$ cat src/rtl/cim_acc_pkg.sv
// Shared types and helpers for the bit-serial CIM shift-accumulator.
// sat_acc works at a fixed wide width so any lane width up to WMAX-2 can share it.
package cim_acc_pkg;

  typedef enum logic [1:0] {StIdle, StAccum, StDone} state_e;

  localparam int unsigned WMAX = 128;

  typedef struct packed {
    logic            ovf;
    logic [WMAX-1:0] val;
  } sat_res_t;

  // Range-checks a signed value against a signed `width`-bit window.
  // Out of range: flags ovf and clamps when sat is set, else passes the value through
  // so the caller's truncation yields the wrapped result.
  function automatic sat_res_t sat_acc(input logic signed [WMAX-1:0] value,
                                       input int unsigned width,
                                       input logic sat);
    logic signed [WMAX-1:0] one, hi, lo;
    sat_res_t res;
    one = {{(WMAX-1){1'b0}}, 1'b1};
    hi  = (one <<< (width - 1)) - one;
    lo  = ~hi;
    res.ovf = 1'b0;
    res.val = value;
    if (value > hi) begin
      res.ovf = 1'b1;
      if (sat) res.val = hi;
    end else if (value < lo) begin
      res.ovf = 1'b1;
      if (sat) res.val = lo;
    end
    return res;
  endfunction

endpackage

$ cat src/rtl/cim_acc_lane.sv
// One accumulator lane: acc <= (acc << 1) +/- din with overflow detect and sat/wrap.
module cim_acc_lane
  import cim_acc_pkg::*;
#(
  parameter int unsigned DIN_W     = 27,
  parameter int unsigned ACC_W     = 51,
  parameter bit          SIGNED_IN = 1'b1,
  parameter bit          SAT       = 1'b0
) (
  input  logic             clk,
  input  logic             rstn,
  input  logic             clr,
  input  logic             en,
  input  logic             first_beat,
  input  logic [DIN_W-1:0] din,
  output logic [ACC_W-1:0] acc,
  output logic             ovf
);

  logic [ACC_W-1:0]       acc_q, acc_d;
  logic                   ovf_q, ovf_d;
  logic signed [WMAX-1:0] base, din_ext, next_v;
  sat_res_t               res;
  logic                   unused_hi;

  always_comb begin
    // A clear in the same cycle as a beat makes that beat start from zero.
    base    = clr ? '0 : {{(WMAX-ACC_W){acc_q[ACC_W-1]}}, acc_q};
    din_ext = {{(WMAX-DIN_W){din[DIN_W-1]}}, din};
    if (SIGNED_IN && first_beat) next_v = (base <<< 1) - din_ext;
    else                         next_v = (base <<< 1) + din_ext;
    res = sat_acc(next_v, ACC_W, SAT);

    acc_d = acc_q;
    ovf_d = ovf_q;
    if (clr) begin
      acc_d = '0;
      ovf_d = 1'b0;
    end
    if (en) begin
      acc_d = res.val[ACC_W-1:0];
      ovf_d = (ovf_q & ~clr) | res.ovf;
    end
  end

  assign unused_hi = ^res.val[WMAX-1:ACC_W];

  always_ff @(posedge clk or negedge rstn) begin
    if (!rstn) begin
      acc_q <= '0;
      ovf_q <= 1'b0;
    end else begin
      acc_q <= acc_d;
      ovf_q <= ovf_d;
    end
  end

  assign acc = acc_q;
  assign ovf = ovf_q;

endmodule

$ cat src/rtl/cim_shift_acc.sv
// Multi-lane bit-serial shift-accumulator: pass sequencing FSM, beat counter and lane array.
module cim_shift_acc
  import cim_acc_pkg::*;
#(
  parameter int unsigned NCH       = 4,
  parameter int unsigned DIN_W     = 27,
  parameter int unsigned ACC_W     = 51,
  parameter int unsigned NBITS     = 8,
  parameter bit          SIGNED_IN = 1'b1,
  parameter bit          SAT       = 1'b0
) (
  input  logic                 clk,
  input  logic                 rstn,
  input  logic                 start,
  input  logic                 din_valid,
  input  logic [NCH*DIN_W-1:0] din,
  output logic                 busy,
  output logic                 dout_valid,
  output logic [NCH*ACC_W-1:0] dout,
  output logic [NCH-1:0]       ovf
);

  localparam int unsigned     CNT_W   = 7;
  localparam logic [CNT_W-1:0] LastCnt = CNT_W'(NBITS - 1);

  state_e           state_q, state_d;
  logic [CNT_W-1:0] cnt_q, cnt_d, cnt_eff;
  logic             busy_q, busy_d, valid_q, valid_d;
  logic             accept, last, first_beat;

  always_comb begin
    // start restarts the pass, so the current cycle's beat counts as beat 0.
    cnt_eff    = start ? '0 : cnt_q;
    accept     = din_valid & (start | (state_q == StAccum));
    last       = accept & (cnt_eff == LastCnt);
    first_beat = (cnt_eff == '0);

    state_d = state_q;
    cnt_d   = cnt_q;
    if (start || (state_q == StAccum)) begin
      state_d = last ? StDone : StAccum;
      if (!accept)   cnt_d = cnt_eff;
      else if (last) cnt_d = '0;
      else           cnt_d = cnt_eff + CNT_W'(1);
    end else if (state_q == StDone) begin
      state_d = StIdle;
    end

    busy_d  = (state_d == StAccum);
    valid_d = last;
  end

  always_ff @(posedge clk or negedge rstn) begin
    if (!rstn) begin
      state_q <= StIdle;
      cnt_q   <= '0;
      busy_q  <= 1'b0;
      valid_q <= 1'b0;
    end else begin
      state_q <= state_d;
      cnt_q   <= cnt_d;
      busy_q  <= busy_d;
      valid_q <= valid_d;
    end
  end

  assign busy       = busy_q;
  assign dout_valid = valid_q;

  for (genvar i = 0; i < NCH; i++) begin : g_lane
    cim_acc_lane #(
      .DIN_W    (DIN_W),
      .ACC_W    (ACC_W),
      .SIGNED_IN(SIGNED_IN),
      .SAT      (SAT)
    ) u_lane (
      .clk       (clk),
      .rstn      (rstn),
      .clr       (start),
      .en        (accept),
      .first_beat(first_beat),
      .din       (din[i*DIN_W +: DIN_W]),
      .acc       (dout[i*ACC_W +: ACC_W]),
      .ovf       (ovf[i])
    );
  end

endmodule
$ cat config.mk
export PLATFORM = sky130hd
export DESIGN_NAME = cim_shift_acc
export DESIGN_NICKNAME = d
export VERILOG_FILES = /design/src/rtl/cim_acc_pkg.sv /design/src/rtl/cim_acc_lane.sv /design/src/rtl/cim_shift_acc.sv
export SDC_FILE = /design/constraint.sdc
export NUM_CORES = 1
export LEC_CHECK = 0
export CAP_MARGIN = 15
export CORE_MARGIN = 2
export CORE_UTILIZATION = 35
export CTS_CLUSTER_SIZE = 16
export DETAILED_ROUTE_END_ITERATION = 8
export PLACE_DENSITY_LB_ADDON = 0.05
export RECOVER_POWER = 100
export SKIP_LAST_GASP = 1
export SLEW_MARGIN = 20
export SYNTH_ARGS = -nofsm -noshare
export SYNTH_HDL_FRONTEND = slang
export SYNTH_SLANG_ARGS = --single-unit
$ cat constraint.sdc
create_clock -name clk -period 7.4 [get_ports clk]
set_clock_uncertainty 0.15 [all_clocks]
set_input_delay 1.48 -clock clk [delete_from_list [all_inputs] [get_ports clk]]
set_output_delay 1.48 -clock clk [all_outputs]
set_load 0.02 [all_outputs]
-- Yosys cells after proc, flatten, opt, wreduce, memory -nomap -nowiden
Index checks and enable logic that the tools add are counted.
- output and inout bits: 210
- register bits: 219
- input bits: 112
- word-level logic and storage cells: 80
- bitwise logic cells: 12
- muxes and demuxes: 32
- $add $sub $neg: 9
- magnitude comparators: 8
- reductions and logical operators: 3
- equality and inequality tests: 4
- operator list (operator ; count):
    128-bit by 27-bit adder with 128-bit output ; 4
    128-bit by 51-bit > comparator with 1-bit output (second input constant) ; 4
    128-bit by 51-bit less-than comparator with 1-bit output (second input constant) ; 4
    128-bit two-way mux ; 4
    128-bit by 27-bit subtractor with 128-bit output ; 4
    127-bit two-way mux ; 4
    51-bit two-way mux ; 5
    7-bit two-way mux ; 3
    1-bit two-way mux ; 13
    7-bit by 1-bit adder with 7-bit output (second input constant) ; 1
    7-bit by 3-bit equality test with 1-bit output (second input constant) ; 1
    7-bit zero test ; 1
    1-bit AND ; 6
    2-bit two-way mux ; 3
    1-bit bitwise OR ; 5
    2-bit by 1-bit equality test with 1-bit output (second input constant) ; 2
    2-bit equality test (second input constant) ; 1
    2-bit nonzero test ; 1
    1-bit logical OR ; 1
    1-bit inverter ; 1

-- Depth between registers and ports, before layout
- depth after elaboration: 8
- depth in mapped cells: 38
- depth with buffers taken out: 25

-- Hierarchy
Synthesis repeated with hierarchy kept, for this count alone.
- cell total of the unflattened synthesis: 5759
- area total of the unflattened synthesis: 42311.8 um2
- by module, submodules not included (module ; sequential area each (um2) ; cells an instance ; instances ; area an instance (um2)):
    cim_acc_lane at g_lane[0].u_lane ... ; 1301.2 ; 1392 ; 2 ; 10329.9
    cim_acc_lane at g_lane[3].u_lane ; 1301.2 ; 1434 ; 1 ; 10516.3
    cim_acc_lane at g_lane[2].u_lane ; 1301.2 ; 1476 ; 1 ; 10513.8
    cim_shift_acc ; 275.3 ; 65 ; 1 ; 621.8

-- Least setup slack after synthesis
Ideal clock, no wire load.
- path kind: input port to flip-flop
- start: input port start
- end: register g_lane[1].u_lane.ovf_q
- setup time: 122 ps
- path buffers: 15
- stages: 36
- path slack: -1689 ps
- data required time: 7128 ps
- arrival time: 8818 ps
- cell sequence: buf_6 -> buf_6 -> buf_8 -> buf_6 -> buf_6 -> buf_4 -> buf_4 -> buf_4 -> buf_2 -> clkbuf_1 -> clkbuf_1 -> clkbuf_1 -> clkbuf_1 -> clkbuf_1 -> nor2b_1 -> ha_1 -> clkbuf_1 -> nand2_1 -> or3_2 -> or3_4 -> a2111o_1 -> a41oi_4 -> a41oi_2 -> o21ai_2 -> a311oi_2 -> o21bai_1 -> a21o_2 -> a21o_1 -> fa_1 -> nor4_1 -> nand4_1 -> nor4_1 -> nand4_1 -> o41ai_1 -> nand3_1 -> a32o_1
- longest elaborated chain between the ends: 8
- elaborated cells on any way between the ends: 17
- those cells by class: add/sub (2); order compare (2); mux (6); bitwise (5); reduce/logical (2)
- RTL lines (element ; line ; RTL):
    start: declaration ; cim_shift_acc.sv:14 ; input logic start,
    127-bit two-way mux / 7-bit two-way mux (equally long branches) ; cim_acc_lane.sv:28, cim_shift_acc.sv:33 ;
    128-bit by 27-bit adder with 128-bit output (tied with other cells) ; cim_acc_lane.sv:31 ; else next_v = (base <<< 1) + din_ext;
    128-bit two-way mux ; cim_acc_lane.sv:30 ; if (SIGNED_IN && first_beat) next_v = (base <<< 1) - din_ext;
    128-bit by 51-bit less-than comparator with 1-bit output ; cim_acc_pkg.sv:30 ; end else if (value < lo) begin
    1-bit two-way mux ; cim_acc_pkg.sv:30 ;
    1-bit two-way mux ; cim_acc_pkg.sv:27 ; if (value > hi) begin
    1-bit bitwise OR ; cim_acc_lane.sv:42 ; ovf_d = (ovf_q & ~clr) | res.ovf;
    1-bit two-way mux ; cim_acc_lane.sv:40 ; if (en) begin
    end signal: assignment ; cim_acc_lane.sv:54 ; ovf_q <= ovf_d;
    end: declaration ; cim_acc_lane.sv:21 ; logic ovf_q, ovf_d;
Parallel ways exist; a longest one is shown, timed or not.
A chain may end at the register's enable or synchronous reset.

-- Worst setup path after layout
- start: input port din[82]
- end: register g_lane[3].u_lane.ovf_q
- longest elaborated chain between the ends: 7
- elaborated cells on any way between the ends: 9
- those cells by class: add/sub (2); order compare (2); mux (4); bitwise (1)
- RTL lines (element ; line ; RTL):
    start: declaration ; cim_shift_acc.sv:16 ; input logic [NCH*DIN_W-1:0] din,
    128-bit by 27-bit adder with 128-bit output / 128-bit by 27-bit subtractor with 128-bit output (equally long branches) ; cim_acc_lane.sv:31, cim_acc_lane.sv:30 ;
    128-bit two-way mux * ; cim_acc_lane.sv:30 ;
    128-bit by 51-bit less-than comparator with 1-bit output ; cim_acc_pkg.sv:30 ;
    1-bit two-way mux ; cim_acc_pkg.sv:30 ;
    1-bit two-way mux * ; cim_acc_pkg.sv:27 ;
    1-bit bitwise OR * ; cim_acc_lane.sv:42 ;
    1-bit two-way mux * ; cim_acc_lane.sv:40 ;
    end signal: assignment ; cim_acc_lane.sv:54 ;
    end: declaration ; cim_acc_lane.sv:21 ;
Every way passes the cells marked *; elsewhere a longest branch is shown, timed or not.

==> impl_metrics.py <==
metrics = {
    "status": {
        "status": "finished, violations left",
        "failed_checks": "max-capacitance violations, max-slew violations",
    },
    "global_routing": {
        "grt_pass1_wl_mm": 253,
        "use_met3": 0.0290,
        "globalRouteMet1Util": 0.365,
        "met2_usage": 0.442,
        "antenna_found_initial": 7,
        "grt_max_degree": 143,
        "grt_pass1_vias": 42800,
        "grt.busiest_layer": "met2",
        "grt_util_all_layers": 0.268,
        "grt_remaining_overflow": 0,
    },
    "worst_setup_path": {
        "rr_startpoint": "g_lane[0].u_lane.acc[0]",
        "cp-end-kind": "flop",
        "reg2reg_depth": 24,
        "rrSetupSlack_ns": 1.33,
        "cp_data_required_time_ns": 7.76,
        "critPathTopFamily": "compound AO/OA/AOI/OAI gates",
        "crit_fanout": 7,
        "crit_arrival_ns": 7.43,
        "crit_chain": "clkdlybuf4s50_1, inv_1, ha_1, nor3b_1, o32a_1, maj3_1, and3_1, nor4_2, buf_4, o21ba_2, o31ai_1, buf_4, a21oi_2, a41o_1, o21ai_0, a21o_1, a21o_1, fa_1, nor4bb_1, nand4_1, nor4_1, a21oi_1, or3_1, a32o_1",
        "cp_slowest_cell": "clkdlybuf4s50_1",
        "critPathLaunchType": "primary input",
        "max_stage_delay_ns": 0.57,
        "critical_path_class": "in2reg",
        "r2r_end": "g_lane[0].u_lane.ovf",
        "path_buf_inv": 4,
    },
    "detailed_routing": {
        "drt-wirelength-per-cell_um": 21.6,
        "drc": 0,
        "drt_wl_total_mm": 162,
        "drt_iter0_markers": 3583,
        "via_per_inst": 5.73,
        "drt_first_pass_iters": 6,
        "ant_nets": 0,
        "via_count": 43100,
    },
    "die": {
        "die_h_um": 344,
        "die_area_sq_um": 119000,
        "num_rows": 124,
        "fp.dieW_um": 344,
        "core_area_sq_um": 115000,
        "io_pins": 322,
        "start_util": 0.354,
    },
    "hold_path": {
        "hold_path_class": "reg2reg",
        "hold_end": "g_lane[1].u_lane.acc[23]",
        "worstHoldPathCells": 2,
        "hp-start": "g_lane[1].u_lane.acc[23]",
    },
    "layout": {
        "syn_to_final_growth_pct": 20.6,
        "multi_input_area_sq_um": 32400,
        "drive_above_1_share": 0.118,
        "fill_cells": 12000,
        "regArea_sq_um": 5480,
        "finish.net_count": 6531,
        "post-route-cell-area_sq_um": 48900,
    },
    "power_and_ir_drop": {
        "power.leakage_nw": 20.7,
        "peakVddDrop_v": 0.000169,
        "power_mw": 12.2,
        "power_density_nw_per_um2": 249,
    },
    "synthesis": {
        "synth_warnings": 0,
        "synth_most_common_cell": "a21oi_1",
        "async_reset_ff_frac": 1.00,
        "synthesis.instances": 5547,
        "ys_types": 129,
        "synth-edff-count": 0,
        "ys_top_cells_by_count": "578 x a21oi_1, 487 x nor2_1, 451 x nand2_1",
        "syn_area_sq_um": 40600,
        "ys.flop_type": "dfrtp_1",
        "synth_fp_nets": 6099,
        "synth_top_area_frac": 0.135,
        "avgSynthCellArea_sq_um": 7.31,
        "synth_top_area_cell": "dfrtp_1",
        "synth_seq_area_share": 0.135,
        "ys_seq_elements": 219,
        "netlist_top_cells_area": "dfrtp_1 14%, ha_1 9.5%, a21oi_1 7.1%",
    },
    "clock_tree": {
        "cts_sinks": 219,
        "path_clk_slew_ns": 0.06,
        "numCtsBuffers": 38,
        "postCtsHoldBufs": 0,
        "cts_resized": 0,
        "cts_buffer_depth": 3,
        "cts_root_buffer": "clkbuf_16",
        "cts_tree": "yes",
        "post_cts_buffers": 0,
        "h-tree-depth": 2,
        "insertion_delay_ns": 0.62,
    },
    "placement": {
        "port_buffers": 321,
        "placed_cell_area_sq_um": 47600,
        "gp_congestion": 0.930,
        "dp_hpwl_mm": 123,
    },
    "sta": {
        "tightest_slew_ns": 4.99,
        "drv_slew": 351,
        "finalHoldViolations": 0,
        "rsz0062_at_grt": "true",
        "fmax_ghz": 0.141,
        "period_minus_slack_ns": 7.07,
        "fin_hold_ws_ns": 0.336,
        "relSlewSlack": -2.33,
        "setup_viol": 0,
        "min_period_over_period": 0.956,
    },
    "run": {
        "max-cap-violations": 4,
    },
}
layout by cell type, fill, tap and decap left out, drive strengths merged, types with 132 or more instances in the layout:
| master | netlist | layout |
|---|---|---|
| dlygate4sd3 | 0 | 198 |
| dfrtp | 219 | 219 |
| fa | 132 | 132 |
| nand2 | 453 | 453 |
| ha | 308 | 308 |
| inv | 277 | 275 |
| buf | 100 | 459 |
| a21oi | 580 | 580 |
| xnor2 | 233 | 233 |
| nor2 | 488 | 488 |
| nor2b | 265 | 265 |
| o21ai | 491 | 491 |
state kept, by name, indices dropped and copies added (netlist names):
signal             flops
busy                   1
cnt_q                  7
dout_valid             1
g_lane.u_lane.acc    204
g_lane.u_lane.ovf      4
state_q                2
power by group:
| part | total (mW) | internal (mW) | leakage (nW) | switching [mW] |
|---|---|---|---|---|
| clock | 1.94 | 1.16 | 0.638 | 0.779 |
| sequential | 2.11 | 1.56 | 2.76 | 0.553 |
| combinational | 8.11 | 3.37 | 17.3 | 4.74 |
worst max path at each step:
stage                 start              endpoint  slack, ns  cells past startpoint
finish              din[82]  g_lane[3].u_lane.ovf       0.33                     24
CTS                 din[82]  g_lane[3].u_lane.ovf       0.22                     24
global placement    din[82]  g_lane[3].u_lane.ovf      -0.42                     24
floorplan             start  g_lane[1].u_lane.ovf      -0.60                     35
detailed placement  din[82]  g_lane[3].u_lane.ovf      -0.40                     24
global route        din[82]  g_lane[3].u_lane.ovf      -0.03                     24
area by class of cell:
class,instances,area share
flip-flops and latches,219,0.112
clock inverters,11,0.00220
diodes,5,0.000256
well taps,1512,0.0387
inverters,278,0.0214
multi-input cells,4663,0.662
repair buffers,779,0.139
clock buffers,57,0.0241
layer usage:
metal / wire, um / part of all wire / up-vias
li1: - / - / 21000
met1: 75000 / 0.46 / 20900
met2: 74700 / 0.46 / 1091
met3: 7760 / 0.048 / 214
met4: 4810 / 0.030 / 4
met5: 23 / 0.00014 / -
tightest hold or removal path, stage by stage, from the launching register on:
cell	delay [ns]
dfrtp_1	0.34
nand2_1	0.05
o21ai_0	0.06
per-stage QoR:
step / setup WS (ns) / cells / util / TNS (ns)
after detailed placement: -0.396 / 7450 / 0.415 / -0.496
after global routing: -0.0284 / 7521 / 0.426 / -0.0284
after CTS: 0.217 / 7518 / 0.426 / 0
after global placement: -0.421 / 7450 / 0.415 / -0.485
after floorplan: -0.601 / 5547 / - / -1.82
final: 0.329 / 7524 / 0.426 / 0
logic make-up (layout without fill, tap and decap cells):
family,Yosys count,in the layout,synth area share
AOI/OAI and AO/OA,2006,2006,0.321
xor gates and xnor gates,272,272,0.0602
adders and majority gates,467,467,0.167
buffers and inverters,665,1125,0.0713
DFF,219,219,0.135
muxes,21,21,0.00534
other,0,5,0
and+or+nand+nor,1897,1897,0.240
No activity file was read; power rests on OpenSTA's default activity.
